[src/rtl/av_udp_tx_reg_pkg.sv]
// Shared constants for the Avalon-MM UDP payload transmitter: CSR map, CTRL bit
// positions and FSM state encoding.
package av_udp_tx_reg_pkg;

    localparam logic [3:0] ADDR_CTRL = 4'd0;
    localparam logic [3:0] ADDR_LEN  = 4'd9;

    localparam int CTRL_START  = 0;
    localparam int CTRL_BUSY   = 1;
    localparam int CTRL_DONE   = 2;
    localparam int CTRL_IRQ_EN = 3;
    localparam int CTRL_ERR    = 4;

    localparam logic [1:0] ST_IDLE     = 2'd0;
    localparam logic [1:0] ST_SEND     = 2'd1;
    localparam logic [1:0] ST_COMPLETE = 2'd2;

    // A frame length is usable when it names at least one loaded word.
    function automatic logic len_is_valid(input logic [3:0] len, input logic [3:0] max_len);
        return (len != 4'd0) && (len <= max_len);
    endfunction

endpackage

[src/rtl/av_udp_tx_reg.sv]
// CSR-programmed payload buffer that streams LEN words to a UDP transmitter
// with sop/eop framing, a sticky DONE/ERR status and a level interrupt.
module av_udp_tx_reg
    import av_udp_tx_reg_pkg::*;
#(
    parameter int NUM_WORDS = 8,
    parameter int DW        = 32
) (
    input  logic          clk,
    input  logic          reset_n,
    input  logic [3:0]    address,
    input  logic          write,
    input  logic          read,
    input  logic [DW-1:0] writedata,
    output logic [DW-1:0] readdata,
    output logic          av_irq,
    output logic [DW-1:0] tx_data,
    output logic          tx_valid,
    input  logic          tx_ready,
    output logic          tx_sop,
    output logic          tx_eop
);

    localparam logic [3:0] LAST_ADDR = 4'(NUM_WORDS);

    logic [DW-1:0] word_reg [NUM_WORDS];
    logic [3:0]    len_reg;
    logic [3:0]    idx_reg, idx_next;
    logic [1:0]    state_reg, state_next;
    logic          done_reg, done_next;
    logic          err_reg, err_next;
    logic          irq_en_reg;
    logic [DW-1:0] readdata_reg;
    logic [DW-1:0] rd_mux;
    logic [DW-1:0] ctrl_rd;

    logic busy;
    logic wr_ctrl;
    logic wr_len;
    logic wr_payload;
    logic start_req;
    logic last_beat;

    assign busy      = (state_reg != ST_IDLE);
    assign wr_ctrl   = write && (address == ADDR_CTRL);
    assign wr_len    = write && (address == ADDR_LEN) && !busy;
    // LEN owns address 9 even when NUM_WORDS would otherwise reach it.
    assign wr_payload = write && !busy && (address != ADDR_LEN)
                        && (address >= 4'd1) && (address <= LAST_ADDR);
    assign start_req = wr_ctrl && writedata[CTRL_START];

    assign tx_valid  = (state_reg == ST_SEND);
    assign tx_sop    = tx_valid && (idx_reg == 4'd0);
    assign last_beat = (idx_reg == len_reg - 4'd1);
    assign tx_eop    = tx_valid && last_beat;
    assign av_irq    = done_reg && irq_en_reg;
    assign readdata  = readdata_reg;

    always_comb begin
        tx_data = '0;
        for (int i = 0; i < NUM_WORDS; i++) begin
            if (idx_reg == 4'(i)) begin
                tx_data = word_reg[i];
            end
        end
    end

    always_comb begin
        state_next = state_reg;
        idx_next   = idx_reg;
        done_next  = done_reg;
        err_next   = err_reg;
        if (wr_ctrl && writedata[CTRL_DONE]) begin
            done_next = 1'b0;
        end
        if (wr_ctrl && writedata[CTRL_ERR]) begin
            err_next = 1'b0;
        end
        // Status sets are evaluated after the W1C clears so a coincident set wins.
        case (state_reg)
            ST_IDLE: begin
                if (start_req) begin
                    if (len_is_valid(len_reg, LAST_ADDR)) begin
                        state_next = ST_SEND;
                        idx_next   = 4'd0;
                    end else begin
                        err_next = 1'b1;
                    end
                end
            end
            ST_SEND: begin
                if (tx_ready) begin
                    idx_next = idx_reg + 4'd1;
                    if (last_beat) begin
                        state_next = ST_COMPLETE;
                    end
                end
            end
            ST_COMPLETE: begin
                done_next  = 1'b1;
                state_next = ST_IDLE;
            end
            default: state_next = ST_IDLE;
        endcase
    end

    always_ff @(posedge clk or negedge reset_n) begin
        if (!reset_n) begin
            state_reg  <= ST_IDLE;
            idx_reg    <= 4'd0;
            done_reg   <= 1'b0;
            err_reg    <= 1'b0;
            irq_en_reg <= 1'b0;
            len_reg    <= 4'd0;
        end else begin
            state_reg <= state_next;
            idx_reg   <= idx_next;
            done_reg  <= done_next;
            err_reg   <= err_next;
            if (wr_ctrl) begin
                irq_en_reg <= writedata[CTRL_IRQ_EN];
            end
            if (wr_len) begin
                len_reg <= writedata[3:0];
            end
        end
    end

    always_ff @(posedge clk or negedge reset_n) begin
        if (!reset_n) begin
            for (int i = 0; i < NUM_WORDS; i++) begin
                word_reg[i] <= '0;
            end
        end else if (wr_payload) begin
            for (int i = 0; i < NUM_WORDS; i++) begin
                if (address == 4'(i + 1)) begin
                    word_reg[i] <= writedata;
                end
            end
        end
    end

    always_comb begin
        ctrl_rd              = '0;
        ctrl_rd[CTRL_BUSY]   = busy;
        ctrl_rd[CTRL_DONE]   = done_reg;
        ctrl_rd[CTRL_IRQ_EN] = irq_en_reg;
        ctrl_rd[CTRL_ERR]    = err_reg;
    end

    // Unmapped addresses fall through to the held value.
    always_comb begin
        rd_mux = readdata_reg;
        if (address == ADDR_CTRL) begin
            rd_mux = ctrl_rd;
        end else if (address == ADDR_LEN) begin
            rd_mux = DW'(len_reg);
        end else begin
            for (int i = 0; i < NUM_WORDS; i++) begin
                if (address == 4'(i + 1)) begin
                    rd_mux = word_reg[i];
                end
            end
        end
    end

    always_ff @(posedge clk or negedge reset_n) begin
        if (!reset_n) begin
            readdata_reg <= '0;
        end else if (read) begin
            readdata_reg <= rd_mux;
        end
    end

endmodule

[config.mk]
export PLATFORM = sky130hd
export DESIGN_NAME = av_udp_tx_reg
export DESIGN_NICKNAME = d
export VERILOG_FILES = /design/src/rtl/av_udp_tx_reg_pkg.sv /design/src/rtl/av_udp_tx_reg.sv
export SDC_FILE = /design/constraint.sdc
export NUM_CORES = 1
export LEC_CHECK = 0
export CORE_MARGIN = 5
export CORE_UTILIZATION = 65
export CTS_BUF_LIST = sky130_fd_sc_hd__clkbuf_4 sky130_fd_sc_hd__clkbuf_8 sky130_fd_sc_hd__clkbuf_16
export CTS_CLUSTER_SIZE = 40
export DETAILED_ROUTE_END_ITERATION = 6
export PLACE_DENSITY = 0.87
export SETUP_SLACK_MARGIN = 0.02
export SYNTH_ARGS = -nofsm -noshare
export SYNTH_HDL_FRONTEND = slang
export SYNTH_SLANG_ARGS = --single-unit
[constraint.sdc]
create_clock -name clk -period 5.4 [get_ports clk]
set_clock_uncertainty 0.05 [all_clocks]
set_input_delay 1.62 -clock clk [delete_from_list [all_inputs] [get_ports clk]]
set_output_delay 1.62 -clock clk [all_outputs]
set_load 0.005 [all_outputs]
=== Word-level counts from Yosys, hierarchy flattened ===
Cells that the tools add are included.

* Register bits: 301
* Bits of input ports: 41
* Output and inout bits: 68
* Logic and storage cells: 111

* Add/sub/neg operators: 2
* $lt $le $gt $ge: 3
* Equal/unequal tests: 24
* Multiplexer cells: 33
* Reduce and logical (&&, ||, !) cells: 34

{| class="wikitable"
|+ Operators with widths
! cell !! number
|-
| $mux 32 || 18
|-
| $eq 4x3->1 const B || 8
|-
| $reduce_and 2->1 || 9
|-
| $eq 4x2->1 const B || 4
|-
| $logic_and 1x1->1 || 14
|-
| $mux 4 || 3
|-
| $reduce_bool 10->1 || 1
|-
| $eq 4x1->1 const B || 2
|-
| $eq 4x4->1 const B || 2
|-
| $le 4x4->1 const B || 2
|-
| $logic_not 4->1 || 2
|-
| $mux 2 || 4
|-
| $pmux 4 s2 || 1
|-
| $reduce_and 4->1 || 2
|-
| $mux 1 || 6
|-
| $reduce_bool 2->1 || 3
|-
| $add 4x1->4 const B || 1
|-
| $eq 4x4->1 || 1
|-
| $ge 4x1->1 const B || 1
|-
| $ne 2x1->1 const B || 2
|-
| $ne 2x2->1 const B || 2
|-
| $ne 4x4->1 const B || 1
|-
| $pmux 2 s2 || 1
|-
| $reduce_bool 4->1 || 1
|-
| other kinds (5) || 5
|}

=== Logic depth before layout (Yosys ltp) ===
* Word-level depth: 11
* Depth in mapped cells: 9
* Gate-level depth less buffers: 7

=== Worst setup path after synthesis ===
Ideal clock, no wire load.

* Path kind: reg-to-output
* Start point: reg idx_reg[0]
* End point: out tx_data[10]
* Data arrival time: 1.793 ns
* Data required time: 3.730 ns
* Slack: 1.937 ns
* Cell stages (with the launch flop): 10
* Buffers on the path: 2
* Cells stage by stage: dfrtp_1 -> inv_1 -> ha_1 -> or3_1 -> buf_2 -> buf_6 -> a21o_1 -> a31oi_1 -> a211oi_1 -> o21ai_1

* Word-level cells in the longest chain between the ends: 9
* Elaborated cells on any way between the ends: 16
* Classes of those cells: eq/ne: 7; mux: 8; reduce/logical: 1

{| class="wikitable"
|+ RTL lines
! item !! RTL line !! RTL
|-
| start: declaration || av_udp_tx_reg.sv:28 || <nowiki>logic [3:0] idx_reg, idx_next;</nowiki>
|-
| start signal: assignment || av_udp_tx_reg.sv:117 || <nowiki>idx_reg <= idx_next;</nowiki>
|-
| $logic_not 4->1 || av_udp_tx_reg.sv:62 || <nowiki>if (idx_reg == 4'(i)) begin</nowiki>
|-
| $mux 32 (7 in series) || av_udp_tx_reg.sv:62 ||
|-
| $mux 32 * || av_udp_tx_reg.sv:62 ||
|-
| end: declaration || av_udp_tx_reg.sv:17 || <nowiki>output logic [DW-1:0] tx_data,</nowiki>
|}

Every way passes the cells marked *; elsewhere a longest branch is shown, timed or not.

=== Final worst setup path ===
* Start point: reg idx_reg[1]
* End point: out tx_data[14]

Same word-level chain as after synthesis.

==> results_dict.tcl <==
set metrics [dict create \
    finalPower_mw 9.380 \
    final_cell_mix "dfrtp_1, mux2_2, nand2_1" \
    seq_power_share_pct 39.7 \
    clkPwrFrac_pct 25.1 \
    area_growth_pct 14.83 \
    floorplan.io_pins 109 \
    clk_pin_slew_ps 60 \
    worst-path-stages 8 \
    drt_first_pass_iters 7 \
    num_vias 14210 \
    largest_reg_flops 256 \
    worstSkewPairLatency_ps 510 \
    numCtsBuffers 34 \
    yosys_warnings 0 \
    cts_setup_buffers 0 \
    die_width_microns 169.0 \
    routed_wl_mm 51.31 \
    diodes 0 \
    crit_family "simple AND/OR/NAND/NOR gates" \
    die_area_sq_um 28540 \
    worstMarginPinSlew_ps 997.7 \
    multiInputGateArea_sq_um 8143 \
    synth_fp_nets 1620 \
    cts_resized 0 \
    final_cells 1981 \
    worstSetupPathType "reg -> out" \
    synth_top_area_share_pct 45.87 \
    rr_worst_depth 6 \
    powerDensity_nw_per_um2 497.4 \
    syn_inst 1574 \
    crit_slowest_cell "or3b_2" \
    final.setup.tns_ps 0 \
    grt_max_degree 96 \
    end_kind "output port" \
    drt-vias-per-instance 7.172 \
    final-setup-viol-count 0 \
    period_minus_slack_ps 5269 \
    io_buffers 108 \
    ant_nets 0 \
    slew_violations 0 \
    hold_viol_final 0 \
    p_leak_nw 7.946 \
    path_max_fanout 38 \
    cts-htree-levels 2 \
    relSlewSlack_pct 33.48 \
    ir_drop_uv 297.3 \
    seqCellArea_sq_um 7532 \
    synth_ff_type "dfrtp_1" \
    cts_sinks 301 \
    grt_overflow 0 \
    maxCapViolCount 0 \
    p_sw_mw 3.120 \
    synth_edf_count 0 \
    placedCellCount 1926 \
    synthArstFlopShare_pct 100.0 \
    cp.arrival_ps 3600 \
    place.gp.congestion 0.9274 \
    critPathMaxStageDelay_ps 850 \
    yosys-top-cells-area "dfrtp_1, mux2_2, a22oi_1" \
    die_h_microns 169.0 \
    ctsHoldBuffers 0 \
    layout_worst_path_cycle_share_pct 97.58 \
    crit_required_ps 3730 \
    fmax_mhz 189.8 \
    postSynthAreaPerCell_sq_um 10.43 \
    num-nets-final 1678 \
    antenna_found_initial 1 \
    drc 0 \
    synth-seq-area-share_pct 45.87 \
    n_fill_cell 1599 \
    cts_tree "done" \
    hold_depth 2 \
    run_status "completed" \
    rsz0062_at_grt "false" \
    synth_top_cell_by_area "dfrtp_1" \
    p_int_mw 6.261 \
    root_buffer "clkbuf_16" \
    first_iter_violations 2216 \
    wl_per_cell_microns 25.90 \
    core-area_sq_um 25040 \
    drive_above_1_share_pct 22.83 \
    cp-start-kind "flip-flop" \
    hpwl_mm 31.03 \
    synthDistinctLibCells 62 \
    initial_core_util_pct 65.59 \
    min_path_type "reg -> reg" \
    grt_pass1_vias 14410 \
    final_common_cell "dfrtp_1" \
    ys_seq_elements 301 \
    syn_area_sq_um 16420 \
    grt_usage_pct 35.14 \
    power_switching_share_pct 33.26 \
    crit_buf_inv 2 \
    fp-row-count 58 \
    p_comb_share_pct 35.3 \
    grt_first_pass_wirelength_mm 79.47 \
    cts.path.max_buffers 3 \
    critical_path.cell_chain "ha_1 > or3b_2 > buf_4 > nor2_1 > a31oi_1 > a211oi_1 > o21ai_1 > clkdlybuf4s50_1" \
]
synth_stat cells (25+ instances only):
| master | count |
|---|---|
| nor2_1 | 112 |
| o21ai_0 | 85 |
| dfrtp_1 | 301 |
| nand3b_1 | 33 |
| a211oi_1 | 34 |
| a22oi_1 | 65 |
| clkbuf_1 | 53 |
| mux2_2 | 246 |
| o21ai_1 | 49 |
| o22ai_1 | 44 |
| a31oi_1 | 33 |
| nand2_1 | 121 |
| buf_2 | 53 |
| nor2b_1 | 25 |
| a21o_1 | 33 |
| mux2_1 | 35 |
| a21oi_1 | 36 |
routing by layer:
| metal | global-route usage [%] | vias up | share of wire [%] |
|---|---|---|---|
| met3 | 9.271 | 227 | 11 |
| met1 | 45.93 | 7019 | 38 |
| li1 | - | 5913 | - |
| met5 | 0 | - | 0.035 |
| met4 | 16.65 | 2 | 4.6 |
| met2 | 54.99 | 1047 | 46 |
worst paths after layout:
| check | end | slack (ps) | from |
|---|---|---|---|
| max in group asynchronous | word_reg[179]$_DFFE_PN0P_ | 3040 | reset_n |
| hold reg to reg | readdata[16]$_DFFE_PN0P_ | 440 | readdata[16]$_DFFE_PN0P_ |
| min in group asynchronous | readdata[0]$_DFFE_PN0P_ | 1100 | reset_n |
| setup / recovery | tx_data[14] | 130 | idx_reg[1]$_DFFE_PN0P_ |
| setup reg to reg | word_reg[165]$_DFFE_PN0P_ | 2970 | state_reg[0]$_DFFE_PN0P_ |
| hold / removal | readdata[16]$_DFFE_PN0P_ | 440 | readdata[16]$_DFFE_PN0P_ |
cells by family (layout without fill, tap and decap cells):
kind of cell	count (synthesis)	in the layout	synth area share [%]
multiplexers	288	288	19.70
AO/OA/AOI/OAI	456	456	18.28
buffers and inverters	159	236	4.670
adder cells (fa/ha/maj)	5	5	0.3810
AND/OR/NAND/NOR	357	357	10.68
XOR/XNOR	8	8	0.4267
flip-flops	301	301	45.87
through the flow:
stage / utilization (%) / setup WS [ps] / area (sq um) / hold WS [ps]
after floorplan: - / 1937 / 16420 / 397.5
after global placement: 70.82 / 872.9 / 17730 / 413.6
after detailed placement: 70.82 / 775.7 / 17730 / 428.4
final: 75.32 / 130.8 / 18860 / 440.3
after CTS: 75.32 / 205.4 / 18860 / 440.9
after global routing: 75.32 / 44.62 / 18860 / 463.5
power by group through the flow:
stage	logic, mW	registers [mW]	clock network, mW
3_5_place_dp	3.22	3.69	0
6_report	3.31	3.72	2.35
2_1_floorplan	2.04	3.50	0
3_3_place_gp	3.12	3.63	0
5_1_grt	3.55	3.79	2.45
4_1_cts	3.27	3.67	2.35
layout make-up:
type | count | share of cell area (%)
inverter | 22 | 0.4379
multi-input combinational | 1114 | 43.18
clock buffer | 48 | 5.361
clock inverter | 7 | 0.6038
timing repair buffer | 159 | 8.281
sequential | 301 | 39.94
tap | 330 | 2.190
worst register-to-register path: cells and delay by family, from the launching register on:
kind	cells	cell delay, ps
multiplexers	1	380
buffers and inverters	1	440
flip-flops	1	460
AND/OR/NAND/NOR	4	970
Note: power is estimated with default switching activity, not from simulation.
